## src/rtl/stego_lsb_embedder_pkg.sv

```systemverilog
// Shared constants, state encoding and block geometry for the LSB stego stages.
// Optional blk_count output is enabled with STEGO_BLK_CNT_EN.
package stego_pkg;
    localparam int PIX_W_DEF    = 8;
    localparam int BLK_W_DEF    = 64;
    localparam int LSB_BITS_DEF = 1;

    typedef logic [0:0] state_t;
    localparam state_t IDLE  = 1'b0;
    localparam state_t EMBED = 1'b1;

    function automatic int npix(input int blk_w, input int lsb_bits);
        return blk_w / lsb_bits;
    endfunction
endpackage

```

## src/rtl/stego_lsb_embedder_if.sv

```systemverilog
// Ciphertext-in, cover-pixel-in and stego-pixel-out handshakes of the embedder.
// Optional blk_count output is enabled with STEGO_BLK_CNT_EN.
interface stego_lsb_embedder_if
    import stego_pkg::*;
#(
    parameter int PIX_W = PIX_W_DEF,
    parameter int BLK_W = BLK_W_DEF
);
    logic [1:BLK_W]   ct_data;
    logic             ct_valid;
    logic             ct_ready;
    logic [PIX_W-1:0] pix_in;
    logic             pix_in_valid;
    logic             pix_in_ready;
    logic [PIX_W-1:0] pix_out;
    logic             pix_out_valid;
    logic             pix_out_ready;
    logic             blk_done;
    logic             busy;

    modport master (
        output ct_data, ct_valid, pix_in, pix_in_valid, pix_out_ready,
        input  ct_ready, pix_in_ready, pix_out, pix_out_valid,
        input  blk_done, busy
    );

    modport slave (
        input  ct_data, ct_valid, pix_in, pix_in_valid, pix_out_ready,
        output ct_ready, pix_in_ready, pix_out, pix_out_valid,
        output blk_done, busy
    );
endinterface

```

## src/rtl/stego_lsb_embedder_bit_shifter.sv

```systemverilog
// Ciphertext shift register: load a block, then hand out LSB_BITS per shift.
// Shared with the extractor stage; bit 1 (DES numbering) leaves first.
module stego_bit_shifter
    import stego_pkg::*;
#(
    parameter int BLK_W    = BLK_W_DEF,
    parameter int LSB_BITS = LSB_BITS_DEF
) (
    input  logic                clk,
    input  logic                rst_n,
    input  logic                load,
    input  logic                shift,
    input  logic [1:BLK_W]      din,
    output logic [LSB_BITS-1:0] bits
);
    logic [1:BLK_W] sr;

    always_ff @(posedge clk or negedge rst_n) begin
        if (!rst_n) begin
            sr <= '0;
        end else if (load) begin
            sr <= din;
        end else if (shift) begin
            sr <= {sr[LSB_BITS+1:BLK_W], {LSB_BITS{1'b0}}};
        end
    end

    // earlier ciphertext bit lands in the higher cover LSB
    assign bits = sr[1:LSB_BITS];
endmodule

```

## src/rtl/stego_lsb_embedder.sv

```systemverilog
// Hides one ciphertext block in the LSBs of NPIX cover pixels.
// Define STEGO_BLK_CNT_EN to add the 16-bit blk_count output.
module stego_lsb_embedder
    import stego_pkg::*;
#(
    parameter int PIX_W    = PIX_W_DEF,
    parameter int BLK_W    = BLK_W_DEF,
    parameter int LSB_BITS = LSB_BITS_DEF
) (
    input  logic clk,
    input  logic rst_n,
    stego_lsb_embedder_if.slave bus
`ifdef STEGO_BLK_CNT_EN
    ,
    output logic [15:0] blk_count
`endif
);
    localparam int NPIX  = npix(BLK_W, LSB_BITS);
    localparam int CNT_W = (NPIX > 1) ? $clog2(NPIX) : 1;

    state_t             state;
    logic [CNT_W-1:0]   cnt;
    logic [LSB_BITS-1:0] bits;
    logic               load;
    logic               accept;
    logic               last;

    assign bus.ct_ready     = (state == IDLE);
    assign bus.busy         = (state == EMBED);
    assign bus.pix_in_ready = (state == EMBED) &&
                              (!bus.pix_out_valid || bus.pix_out_ready);

    assign load   = (state == IDLE) && bus.ct_valid;
    assign accept = bus.pix_in_valid && bus.pix_in_ready;
    assign last   = (cnt == CNT_W'(NPIX - 1));

    stego_bit_shifter #(
        .BLK_W    (BLK_W),
        .LSB_BITS (LSB_BITS)
    ) u_shifter (
        .clk   (clk),
        .rst_n (rst_n),
        .load  (load),
        .shift (accept),
        .din   (bus.ct_data),
        .bits  (bits)
    );

    always_ff @(posedge clk or negedge rst_n) begin
        if (!rst_n) begin
            state             <= IDLE;
            cnt               <= '0;
            bus.pix_out       <= '0;
            bus.pix_out_valid <= 1'b0;
            bus.blk_done      <= 1'b0;
        end else begin
            bus.blk_done <= accept && last;
            if (accept) begin
                bus.pix_out       <= {bus.pix_in[PIX_W-1:LSB_BITS], bits};
                bus.pix_out_valid <= 1'b1;
            end else if (bus.pix_out_ready) begin
                bus.pix_out_valid <= 1'b0;
            end
            unique case (state)
                IDLE: begin
                    if (bus.ct_valid) begin
                        state <= EMBED;
                        cnt   <= '0;
                    end
                end
                EMBED: begin
                    if (accept) begin
                        cnt <= last ? '0 : cnt + 1'b1;
                        if (last) state <= IDLE;
                    end
                end
                default: state <= IDLE;
            endcase
        end
    end

`ifdef STEGO_BLK_CNT_EN
    logic [15:0] blk_cnt;

    always_ff @(posedge clk or negedge rst_n) begin
        if (!rst_n) begin
            blk_cnt <= '0;
        end else if (bus.blk_done) begin
            blk_cnt <= blk_cnt + 16'd1;
        end
    end

    assign blk_count = blk_cnt;
`endif
endmodule

```

## src/flat_wrapper.sv

```systemverilog
// flat-port wrapper written by rule: the top's interface ports become plain ports
module stego_lsb_embedder_flat import stego_pkg::*;
#(
    parameter int PIX_W    = PIX_W_DEF,
    parameter int BLK_W    = BLK_W_DEF,
    parameter int LSB_BITS = LSB_BITS_DEF
)
  (clk, rst_n, bus_ct_data, bus_ct_valid, bus_pix_in, bus_pix_in_valid, bus_pix_out_ready, bus_ct_ready, bus_pix_in_ready, bus_pix_out, bus_pix_out_valid, bus_blk_done, bus_busy);
  stego_lsb_embedder_if #(.PIX_W(PIX_W), .BLK_W(BLK_W)) bus_i ();
  input  logic clk;
  input  logic rst_n;
  input wire logic [$bits(bus_i.ct_data)-1:0] bus_ct_data;
  input wire logic [$bits(bus_i.ct_valid)-1:0] bus_ct_valid;
  input wire logic [$bits(bus_i.pix_in)-1:0] bus_pix_in;
  input wire logic [$bits(bus_i.pix_in_valid)-1:0] bus_pix_in_valid;
  input wire logic [$bits(bus_i.pix_out_ready)-1:0] bus_pix_out_ready;
  output wire logic [$bits(bus_i.ct_ready)-1:0] bus_ct_ready;
  output wire logic [$bits(bus_i.pix_in_ready)-1:0] bus_pix_in_ready;
  output wire logic [$bits(bus_i.pix_out)-1:0] bus_pix_out;
  output wire logic [$bits(bus_i.pix_out_valid)-1:0] bus_pix_out_valid;
  output wire logic [$bits(bus_i.blk_done)-1:0] bus_blk_done;
  output wire logic [$bits(bus_i.busy)-1:0] bus_busy;
  assign bus_i.ct_data = bus_ct_data;
  assign bus_i.ct_valid = bus_ct_valid;
  assign bus_i.pix_in = bus_pix_in;
  assign bus_i.pix_in_valid = bus_pix_in_valid;
  assign bus_i.pix_out_ready = bus_pix_out_ready;
  assign bus_ct_ready = bus_i.ct_ready;
  assign bus_pix_in_ready = bus_i.pix_in_ready;
  assign bus_pix_out = bus_i.pix_out;
  assign bus_pix_out_valid = bus_i.pix_out_valid;
  assign bus_blk_done = bus_i.blk_done;
  assign bus_busy = bus_i.busy;
  stego_lsb_embedder #(.PIX_W(PIX_W), .BLK_W(BLK_W), .LSB_BITS(LSB_BITS)) u_core (.clk(clk), .rst_n(rst_n), .bus(bus_i));
endmodule
```

## config.mk

```make
export PLATFORM = sky130hd
export DESIGN_NAME = stego_lsb_embedder_flat
export DESIGN_NICKNAME = d
export VERILOG_FILES = /design/src/rtl/stego_lsb_embedder_pkg.sv /design/src/rtl/stego_lsb_embedder_if.sv /design/src/rtl/stego_lsb_embedder_bit_shifter.sv /design/src/rtl/stego_lsb_embedder.sv /design/src/flat_wrapper.sv
export SDC_FILE = /design/constraint.sdc
export NUM_CORES = 1
export LEC_CHECK = 0
export ABC_CLOCK_PERIOD_IN_PS = 2450
export CAP_MARGIN = 10
export CORE_ASPECT_RATIO = 0.9
export CORE_UTILIZATION = 53
export CTS_CLUSTER_SIZE = 40
export DETAILED_ROUTE_END_ITERATION = 12
export HOLD_SLACK_MARGIN = 0.1
export PLACE_DENSITY = 0.82
export SYNTH_ARGS = -nofsm -noshare
export SYNTH_HDL_FRONTEND = slang
export SYNTH_SLANG_ARGS = --single-unit
```

## constraint.sdc

```tcl
create_clock -name clk -period 2.45 [get_ports clk]
set_input_delay 0.3675 -clock clk [delete_from_list [all_inputs] [get_ports clk]]
set_output_delay 0.3675 -clock clk [all_outputs]
set_load 0.01 [all_outputs]
```

==> impl_metrics.json <==
{
  "vias": 3151,
  "placed_cells_incl_taps": 585,
  "synth_ff_type": "sky130_fd_sc_hd__dfrtp_1",
  "layout_common_cells": "sky130_fd_sc_hd__nand2_1, sky130_fd_sc_hd__clkdlybuf4s50_1, sky130_fd_sc_hd__dfrtp_1",
  "synth_seq_area_share": 0.5554,
  "final.min_clock_period_ns": 1.992,
  "timing.critical_path.required_ns": 2.08,
  "worst_r2r_path_depth": 5,
  "first_iter_violations": 185,
  "remaining_antenna_violation_count_after_routing": 0,
  "cts_inserted_buffers": 9,
  "synth.top_cell.area_share": 0.5554,
  "first_global_vias": 2975,
  "dr.pass1.iters": 4,
  "number_of_flops_mapped_to_enable_cells_by_yosys": 0,
  "post_synth_inst_count": 428,
  "basic_gate_share_of_the_synthesized_area_counting_and_or_nand_and_nor_cells": 0.2605,
  "most_common_cell_after_layout_fill_and_taps_aside": "sky130_fd_sc_hd__nand2_1",
  "synth-compound-area-share": 0.1217,
  "clk_path_buf_depth": 2,
  "core_region_area_mm2": 0.006621,
  "synth.net_count": 506,
  "tns_ns": 0,
  "total_power_w": 0.004681,
  "drive_gt1_frac": 0.05284,
  "num_io_pins": 90,
  "finalWorstSetupSlack_ns": 0.4582,
  "nature_of_the_critical_path_endpoint": "output pin",
  "post_synthesis_average_cell_area_um2": 8.527,
  "die_area_mm2": 0.007222,
  "synthAdderAreaFrac": 0.003428,
  "final_min_period_over_clock_period": 0.8130,
  "wl_per_cell_um": 12.88,
  "syn-cell-area_mm2": 0.003650,
  "rr_startpoint": "u_core.bus.busy$_DFF_PN0_",
  "drt_wl_total_mm": 7.742,
  "worstHoldPathType": "flop to flop",
  "final_hold_viol_count": 0,
  "ir_drop_uv": 637.1,
  "place_ws_ns": 0.4012,
  "p_per_area_mw_per_mm2": 980.7,
  "diodes": 0,
  "placement.io_buffers": 88,
  "yosysWarningCount": 0,
  "grt_setup_unrepaired": "false",
  "h-tree-depth": 3,
  "synth_top_family_by_area": "simple AND/OR/NAND/NOR gates",
  "slew_headroom": 0.7028,
  "muxShareOfSynthArea": 0.002743,
  "post_cts.repair.setup_buffers": 0,
  "dpl.hpwl_mm": 5.070,
  "worstSetupStartpointType": "input port",
  "p_clk_frac": 0.191,
  "finalSetupViolCount": 0,
  "grt_antenna_before_repair": 0,
  "critical_path_arrival_ns": 1.62,
  "crit_fanout": 2,
  "initial_utilization": 0.5512,
  "std_cell_rows": 28,
  "fmax_mhz": 502.1,
  "die_w_um": 89.47,
  "final_hold_slack_ns": 0.4775,
  "yosys_register_bits": 81,
  "min_path_cells": 2,
  "globalRouteOverflowTotal": 0,
  "grtUsageTotal": 0.2391,
  "pwr-share-comb": 0.330,
  "non_filler_instance_count_after_layout": 601,
  "clock_tree_from_tritoncts": "done",
  "cp-startpoint": "bus_pix_out_ready",
  "netSwitchingPower_w": 0.001562,
  "fraction_of_synthesized_cell_area_in_xor_and_xnor_cells": 0.002400,
  "clock_transition_at_the_registers_of_the_reported_paths_ns": 0.07,
  "clock_latency_ns": 0.34,
  "cts_root_buf": "sky130_fd_sc_hd__clkbuf_8",
  "finalWeightedCongestion": 0.7538,
  "cellLeakagePower_nw": 2.162,
  "synth_top_area_cell": "sky130_fd_sc_hd__dfrtp_1",
  "pin_count_of_the_biggest_net_entering_global_routing": 53,
  "worst_clock_skew_ns": 0.005153,
  "timing_worst_setup_path_type": "input port to output pin",
  "cts_repair_resize_count": 0,
  "synthDistinctLibCells": 26,
  "cell_internal_power_w": 0.003119,
  "vias_per_cell": 5.243,
  "grt_pass1_wl_mm": 13.13,
  "worst_slew_pin_slew_ns": 0.4457,
  "nets": 585,
  "run_status": "finished, final reports clean",
  "count_of_unresolved_drc_violations_after_routing": 0,
  "die_y_um": 80.73,
  "seq_power_share": 0.479,
  "synth.area.top_cells": "sky130_fd_sc_hd__dfrtp_1, sky130_fd_sc_hd__nand2_1, sky130_fd_sc_hd__a31oi_1",
  "timing_max_transition_violations_final": 0,
  "numClockSinks": 81,
  "timing.max_cap.violations": 0,
  "timing.hold.worst.start": "u_core.bus.pix_out[7]$_DFFE_PN0P_",
  "power.switching_fraction": 0.3336,
  "area.growth.synth_to_final_pct": 30.79,
  "ys_async_sr_fraction": 1.000
}
-- synthesized netlist by cell type, types with 2 or more instances --
master,number
sky130_fd_sc_hd__nand2_1,156
sky130_fd_sc_hd__dfrtp_1,81
sky130_fd_sc_hd__nor2_1,66
sky130_fd_sc_hd__a31oi_1,64
sky130_fd_sc_hd__buf_2,13
sky130_fd_sc_hd__nand3_1,10
sky130_fd_sc_hd__clkbuf_1,9
sky130_fd_sc_hd__buf_6,6
sky130_fd_sc_hd__and2_4,2
sky130_fd_sc_hd__and3_1,2
sky130_fd_sc_hd__inv_1,2
sky130_fd_sc_hd__nand2_2,2
sky130_fd_sc_hd__o21ai_0,2
-- critical path: stages --
cell and delay [ns]:
sky130_fd_sc_hd__clkdlybuf4s50_1 0.45, sky130_fd_sc_hd__nand2b_1 0.15, sky130_fd_sc_hd__and2_1 0.14, sky130_fd_sc_hd__clkdlybuf4s50_1 0.53
-- power groups by stage --
stage	clock (W)	sequential (W)	combinational, W
final	0.000895	0.00224	0.00155
after detailed placement	0	0.00226	0.00155
after global placement	0	0.00223	0.00149
after CTS	0.000920	0.00224	0.00157
after global routing	0.000987	0.00232	0.00176
after floorplan	0	0.00220	0.00106
-- stage by stage --
step | utilization | cell area [um2]
final | 0.7209 | 4773
after global routing | 0.7209 | 4773
after CTS | 0.7209 | 4773
after detailed placement | 0.6927 | 4587
after global placement | 0.6927 | 4587
after floorplan | - | 3650
-- sequential cells by signal, indices dropped and copies added (netlist names) --
register	count
u_core.bus.blk_done	1
u_core.u_shifter.sr	64
u_core.bus.pix_out	8
u_core.bus.busy	1
u_core.bus.pix_out_valid	1
u_core.cnt	6
-- layout make-up --
type	instances	area, um2
sequential	81	2027
tap	90	112.6
timing repair buffer	98	1018
inverter	2	7.507
fill	486	1848
clock inverter	4	45.04
multi-input combinational	315	1431
clock buffer	11	131.4
-- logic make-up after synthesis --
logic type / count (synthesis)
adder cells (fa/ha/maj): 1
XOR/XNOR: 1
multiplexers: 1
buffers and inverters: 32
AO/OA/AOI/OAI: 70
AND/OR/NAND/NOR: 242
flip-flops: 81
-- worst paths after layout --
kind                                                       end  slack (ns)
setup reg to reg           u_core.u_shifter.sr[11]$_DFFE_PN0P_        0.87
max in group asynchronous  u_core.u_shifter.sr[62]$_DFFE_PN0P_        1.32
hold reg to reg              u_core.bus.pix_out[7]$_DFFE_PN0P_        0.48
hold / removal               u_core.bus.pix_out[7]$_DFFE_PN0P_        0.48
min in group asynchronous  u_core.u_shifter.sr[17]$_DFFE_PN0P_        0.51
setup / recovery                              bus_pix_in_ready        0.46
-- timing repair --
item | CTS | global route
hold buffers | 1 | 0
endpoints found under the setup margin | 0 | 0
endpoints found under the hold margin | 33 | 0
-- metal layers --
| layer | vias to the layer above | GRT usage | part of all wire | routed length, um |
|---|---|---|---|---|
| met1 | 1489 | 0.3157 | 0.47 | 3629 |
| met4 | 0 | 0.04762 | 0.0025 | 19 |
| met3 | 2 | 0.07297 | 0.057 | 445 |
| li1 | 1574 | - | - | - |
| met2 | 86 | 0.3924 | 0.47 | 3648 |
| met5 | - | 0 | 0 | 0 |
(Power assumes the default switching activity.)
